--- config.mk ---
export PLATFORM = sky130hd
export DESIGN_NAME = rev_mux_arbiter
export DESIGN_NICKNAME = d
export VERILOG_FILES = /design/src/rtl/rev_mux_arbiter_pkg.sv /design/src/rtl/rev_mux_arbiter_mux21.sv /design/src/rtl/rev_mux_arbiter.sv
export SDC_FILE = /design/constraint.sdc
export NUM_CORES = 1
export LEC_CHECK = 0
export CORE_MARGIN = 2
export CORE_UTILIZATION = 40
export CTS_BUF_LIST = sky130_fd_sc_hd__clkbuf_2
export DETAILED_ROUTE_END_ITERATION = 6
export GPL_ROUTABILITY_DRIVEN = 1
export PLACE_DENSITY = 0.81
export SYNTH_ARGS = -nofsm -noshare
export SYNTH_HDL_FRONTEND = slang
export SYNTH_HIERARCHICAL = 1
export SYNTH_SLANG_ARGS = --single-unit
--- constraint.sdc ---
create_clock -name clk -period 3.9 [get_ports clk]
set_input_delay 0.585 -clock clk [delete_from_list [all_inputs] [get_ports clk]]
set_output_delay 0.585 -clock clk [all_outputs]
set_load 0.1 [all_outputs]
--- src/rtl/rev_mux_arbiter_pkg.sv ---
// ---------------------------------------------------------------------------
// rev_arb_pkg
// Shared definitions for the two-requester packet arbiter:
//   arb_state_t      - arbiter FSM states (IDLE, GRANT0, GRANT1)
//   DEFAULT_WIDTH    - default data width of a beat
//   PKT_COUNT_WIDTH  - width of the completed-packet counter
// ---------------------------------------------------------------------------
package rev_arb_pkg;

  localparam int DEFAULT_WIDTH   = 8;
  localparam int PKT_COUNT_WIDTH = 16;

  typedef enum logic [1:0] {
    IDLE   = 2'd0,
    GRANT0 = 2'd1,
    GRANT1 = 2'd2
  } arb_state_t;

endpackage

--- src/rtl/rev_mux_arbiter_mux21.sv ---
// ---------------------------------------------------------------------------
// mux21
// Single-bit 2:1 multiplexer slice, instantiated once per data bit.
// Ports:
//   ip_1        in   selected when sel = 0
//   ip_2        in   selected when sel = 1
//   sel         in   select
//   mux_out     out  selected bit
//   garbage_and out  side product of the inputs; callers leave it unused
//   garbage_xor out  side product of the inputs; callers leave it unused
// ---------------------------------------------------------------------------
module mux21 (
  input  logic ip_1,
  input  logic ip_2,
  input  logic sel,
  output logic mux_out,
  output logic garbage_and,
  output logic garbage_xor
);

  assign mux_out     = sel ? ip_2 : ip_1;
  assign garbage_and = ip_1 & ip_2;
  assign garbage_xor = ip_1 ^ ip_2;

endmodule

--- src/rtl/rev_mux_arbiter.sv ---
// ---------------------------------------------------------------------------
// rev_mux_arbiter
// Packet-granular arbiter between two requesters feeding one registered
// output slot. A grant is held for a whole packet; ties in IDLE go to the
// requester that was not served last. Data is steered bit-by-bit through
// mux21 slices into a one-beat output register with full throughput.
// Ports:
//   clk                       in   rising-edge clock
//   rst_n                     in   synchronous active-low reset
//   req0_valid / req1_valid   in   requester offers a beat
//   req0_data  / req1_data    in   requester beat data [WIDTH]
//   req0_last  / req1_last    in   beat ends requester's packet
//   req0_ready / req1_ready   out  beat accepted this cycle
//   out_valid                 out  output register holds a beat
//   out_ready                 in   sink accepts output beat
//   out_data                  out  output beat data [WIDTH]
//   out_src                   out  source of output beat (0=req0, 1=req1)
//   out_last                  out  output beat ends a packet
//   pkt_count                 out  packets completed at the output [16]
// ---------------------------------------------------------------------------
module rev_mux_arbiter
  import rev_arb_pkg::*;
#(
  parameter int WIDTH = DEFAULT_WIDTH
) (
  input  logic                       clk,
  input  logic                       rst_n,
  input  logic                       req0_valid,
  input  logic [WIDTH-1:0]           req0_data,
  input  logic                       req0_last,
  output logic                       req0_ready,
  input  logic                       req1_valid,
  input  logic [WIDTH-1:0]           req1_data,
  input  logic                       req1_last,
  output logic                       req1_ready,
  output logic                       out_valid,
  input  logic                       out_ready,
  output logic [WIDTH-1:0]           out_data,
  output logic                       out_src,
  output logic                       out_last,
  output logic [PKT_COUNT_WIDTH-1:0] pkt_count
);

  arb_state_t                 state;
  logic                       last_served;
  logic                       slot_free;
  logic                       xfer0;
  logic                       xfer1;
  logic                       xfer;
  logic                       xfer_last;
  logic                       sel_grant1;
  logic                       count_inc;
  logic [PKT_COUNT_WIDTH-1:0] pkt_count_q;
  logic [WIDTH-1:0]           mux_data;
  logic [WIDTH-1:0]           unused_garbage_and;
  logic [WIDTH-1:0]           unused_garbage_xor;

  // The output slot can take a new beat when empty or being drained now.
  // Gating with rst_n keeps both readies low while reset is asserted.
  assign slot_free  = !out_valid || out_ready;
  assign req0_ready = rst_n && (state == GRANT0) && slot_free;
  assign req1_ready = rst_n && (state == GRANT1) && slot_free;

  assign xfer0      = req0_valid && req0_ready;
  assign xfer1      = req1_valid && req1_ready;
  assign xfer       = xfer0 || xfer1;
  assign xfer_last  = xfer0 ? req0_last : req1_last;
  assign sel_grant1 = (state == GRANT1);
  assign count_inc  = out_valid && out_ready && out_last;
  assign pkt_count  = pkt_count_q;

  // One mux21 per data bit; their side outputs are deliberately unused.
  for (genvar i = 0; i < WIDTH; i++) begin : g_bit
    mux21 u_mux (
      .ip_1        (req0_data[i]),
      .ip_2        (req1_data[i]),
      .sel         (sel_grant1),
      .mux_out     (mux_data[i]),
      .garbage_and (unused_garbage_and[i]),
      .garbage_xor (unused_garbage_xor[i])
    );
  end

  // Arbiter FSM: IDLE picks a winner (alternating on ties), GRANTn holds
  // until the requester's last beat transfers, then one IDLE turnaround.
  always_ff @(posedge clk) begin
    if (!rst_n) begin
      state       <= IDLE;
      last_served <= 1'b1;
    end else begin
      case (state)
        IDLE: begin
          if (req0_valid && req1_valid) begin
            state <= last_served ? GRANT0 : GRANT1;
          end else if (req0_valid) begin
            state <= GRANT0;
          end else if (req1_valid) begin
            state <= GRANT1;
          end
        end
        GRANT0: begin
          if (xfer0 && req0_last) begin
            state       <= IDLE;
            last_served <= 1'b0;
          end
        end
        GRANT1: begin
          if (xfer1 && req1_last) begin
            state       <= IDLE;
            last_served <= 1'b1;
          end
        end
        default: state <= IDLE;
      endcase
    end
  end

  // Output slot: a transfer always loads (even while draining, giving one
  // beat per cycle); otherwise a drain empties it. Held while stalled.
  always_ff @(posedge clk) begin
    if (!rst_n) begin
      out_valid <= 1'b0;
      out_data  <= '0;
      out_src   <= 1'b0;
      out_last  <= 1'b0;
    end else if (xfer) begin
      out_valid <= 1'b1;
      out_data  <= mux_data;
      out_src   <= sel_grant1;
      out_last  <= xfer_last;
    end else if (out_ready) begin
      out_valid <= 1'b0;
    end
  end

  // Completed-packet counter; wraps naturally at its width.
  always_ff @(posedge clk) begin
    if (!rst_n) begin
      pkt_count_q <= '0;
    end else begin
      pkt_count_q <= pkt_count_q + {{(PKT_COUNT_WIDTH-1){1'b0}}, count_inc};
    end
  end

endmodule
---- After elaboration in Yosys (flattened, before gate mapping) ----
Index checks and enable logic that the tools add are counted.
operators by class
  add/subtract/negate cells ............... 1
  eq/ne operators ......................... 5
  multiplexer cells ....................... 21
  reductions and logical operators ........ 19
operators by type and width
  cell                  number
  $add A16 B1 Y16       1
  $mux W1               13
  $mux W2               6
  $logic_and A1 B1 Y1   11
  $pmux W2 S3           1
  $reduce_and A3 Y1     2
  $ne A4 B4 Y1 const B  1
  $reduce_bool A2 Y1    2
  $eq A2 B1 Y1 const B  1
  $eq A2 B2 Y1 const B  1
  $logic_not A2 Y1      1
  $logic_or A1 B1 Y1    2
  $ne A2 B1 Y1 const B  1
  $ne A2 B2 Y1 const B  1
  $pmux W1 S2           1
  $logic_not A1 Y1      1
storage, ports and cells
  bits in registers ....................... 30
  output and inout port bits .............. 29

---- Longest topological paths before layout ----
  depth in word-level cells ............... 7
  mapped depth ............................ 6
  depth with buffers taken out ............ 6

---- By module ----
The synthesis kept the hierarchy.
modules (own cells, without submodules)
  module           instances  cells each  area each (um^2)
  rev_mux_arbiter  1          148         1345.0
  mux21            8          2           27.5

---- Least setup slack after synthesis ----
Ideal clock, no wire load.
  kind .................................... register -> register
  from .................................... register out_last
  to ...................................... register pkt_count_q[10], in the netlist pkt_count[10]
  library setup time ...................... 0.070 ns
  data arrival time ....................... 2.459 ns
  required time ........................... 3.830 ns
  slack ................................... 1.371 ns
  cell stages (with the launch flop) ...... 7
  path buffers ............................ 0
  period minus slack after synthesis ...... 2.529 ns
  path through ............................ dfxtp_1 and3_1 ha_1 ha_1 nand3_2 or4_1 a21oi_1
between the ends
  cells in the longest elaborated chain, start to end .. 2
ends and longest elaborated chain
  element                 RTL line                source
  from (decl)             rev_mux_arbiter.sv:40   output logic out_last,
  from (signal assigned)  rev_mux_arbiter.sv:130  out_last <= xfer_last;
  $logic_and A1 B1 Y1     rev_mux_arbiter.sv:69   assign count_inc = out_valid && out_ready && out_last;
  $add A16 B1 Y16         rev_mux_arbiter.sv:141  pkt_count_q <= pkt_count_q + {{(PKT_COUNT_WIDTH-1){1'b0}}, count_inc};
  to (signal assigned)    rev_mux_arbiter.sv:141
  to (decl)               rev_mux_arbiter.sv:53   logic [PKT_COUNT_WIDTH-1:0] pkt_count_q;
Every way passes these cells.
A chain may end at the register's enable or synchronous reset.

---- Final worst setup path ----
  from .................................... register pkt_count_q[2], in the netlist pkt_count[2]
  to ...................................... output port pkt_count[2]
RTL lines
  element    RTL line               source
  to (decl)  rev_mux_arbiter.sv:41  output logic [PKT_COUNT_WIDTH-1:0] pkt_count
No word-level cell between the ends.

==> results.toml <==
[detailed_routing]
drtPass1Iterations = 4
via_per_inst = 5.02
wl_per_cell_um = 11.5
first_iter_violations = 58
detail_route.drc_violations = 0
final_antenna_net_count = 0
num_vias = 1291
drt_wl_total_um = 2950

[die]
rows = 21
die_x_um = 64.5
start_util = 0.429
io_pins = 52
die-area_mm2 = 0.00416
core-area_mm2 = 0.00342
die_height_um = 64.5

[finish]
area_growth_pct = 40.2
postLayoutCoreUtil = 0.601
final_layout_size_suffix_gt1_frac = 0.114
antennaDiodeCount = 0
final_cells = 257
layout.nets = 235
postLayoutCellArea_mm2 = 0.00205

[place]
gp_congestion = 0.733
place_worst_setup_slack_ns = 1.35
place_area_mm2 = 0.00202
io_buffers = 51
dpl.cell_count = 249
place_hpwl_um = 2260

[global_route]
gr-total-overflow = 0
grt_usage = 0.159
grt_max_degree = 20
antenna_found_initial = 0
grt_pass1_wl_um = 5180
grt_pass1_vias = 1206

[setup_path]
crit_type = "reg -> out"
critPathSlowestCell = "clkdlybuf4s50_1"
end_kind = "output pin"
crit_fanout = 5
worst-path-buf-inv = 1
max_stage_delay_ns = 1.18
cp.arrival_ns = 2.03
critPathTopFamily = "buffers and inverters"
r2r-start = "state[0]$_SDFFE_PN0P_"
cp.required_ns = 3.31
setup.worst_path.start_class = "flip-flop"
worstSetupStartpoint = "pkt_count[2]$_SDFF_PN0_"
crit_chain = "clkdlybuf4s50_1"

[sta]
tns_ns = 0
finClkSkew_ns = 0.0154
hold_viol = 0
layout_setup_ws_ns = 1.28
worstMarginPinSlew_ns = 1.10
maxSlewViolCount = 0
setup_viol = 0
max_freq_mhz = 382
rsz0062_at_grt = "no"
period_minus_slack_ns = 2.62
max_slew_margin = 0.260
min_period_over_period = 0.671

[power_and_ir_drop]
vdd_drop_max_mv = 0.227
p_seq_frac = 0.529
p_leak_uw = 0.000849
p_int_uw = 415
p_comb_frac = 0.231
swShare = 0.320
powerDensity_mw_per_mm2 = 297
switching_power_uw = 195
clock_power_share = 0.241

[synth]
synth_area_per_cell_um2 = 9.39
yosys_warnings = 6
syn-cell-area_mm2 = 0.00147
synthCells = 156
syn-num-nets = 181

[clock_tree]
cts_hold_buf = 0
htree_levels = 2
clk_latency_ns = 0.36
cts.clk_slew.worst_paths_ns = 0.14
cts_tree = "built"
cts_setup_buffers = 0
cts_resized = 0
cts_buffers = 5
root_buffer = "clkbuf_2"
clockBufferDepth = 2
cts_sinks = 30

[run_status]
outcome = "finished clean"

[hold_path]
hold_path.class = "reg -> reg"
hp-start = "out_data[7]$_SDFFE_PN0P_"

[flow_run]
maxCapViolCount = 0
[path summary, 6_finish.rpt]
check	depth (start not counted)	slack, ns	end
hold / removal	2	0.47	out_data[7]$_SDFFE_PN0P_
setup reg to reg	3	1.94	out_data[2]$_SDFFE_PN0P_
setup / recovery	1	1.28	pkt_count[2]
hold reg to reg	2	0.47	out_data[7]$_SDFFE_PN0P_
[placed cells by master (no fill, tap or decap), drive strengths merged, types with 3 or more instances in the layout]
master         count
a21oi             10
clkbuf             6
nand4              3
nor2               3
nand3              5
nand2             16
o21ai              3
buf                4
inv               13
clkdlybuf4s50     49
mux2i             12
nand2b             6
and2               3
and4               3
or4                4
nor4               5
and3               3
or3                3
mux2               8
dfxtp             30
o31ai              4
[state kept, by name, indices dropped and copies added, names as in the netlist]
signal / cells
pkt_count: 16
out_data: 8
state: 2
last_served: 1
out_last: 1
out_src: 1
out_valid: 1
[cell type report]
type | count | area [µm²]
fillers | 320 | 1360
multi-input cells | 107 | 788
flip-flops and latches | 30 | 601
repair buffers | 53 | 520
well taps | 46 | 57.6
inverters | 13 | 48.8
clock buffers | 6 | 30.0
clock inverters | 2 | 8.76
[power by group through the flow]
stage / Sequential (µW) / Clock [µW] / Combinational, µW
2_1_floorplan: 378 / 0 / 46.0
3_3_place_gp: 329 / 0 / 140
3_5_place_dp: 329 / 0 / 141
4_1_cts: 322 / 153 / 142
5_1_grt: 324 / 169 / 148
6_report: 322 / 147 / 141
[layer usage]
metal	part of all wire	track usage	wire, µm	up-vias
met1	0.43	0.175	1280	573
li1	-	-	-	667
met2	0.47	0.267	1380	49
met3	0.091	0.0833	267	2
met5	0	0	0	-
met4	0.0058	0.0479	17	0
[through the flow]
step	power, µW	hold WS (ns)
finish	609	0.468
global route	641	0.492
CTS	617	0.470
detailed placement	470	0.452
global placement	469	0.444
floorplan	424	0.445
No activity file was read; power rests on OpenSTA's default activity.
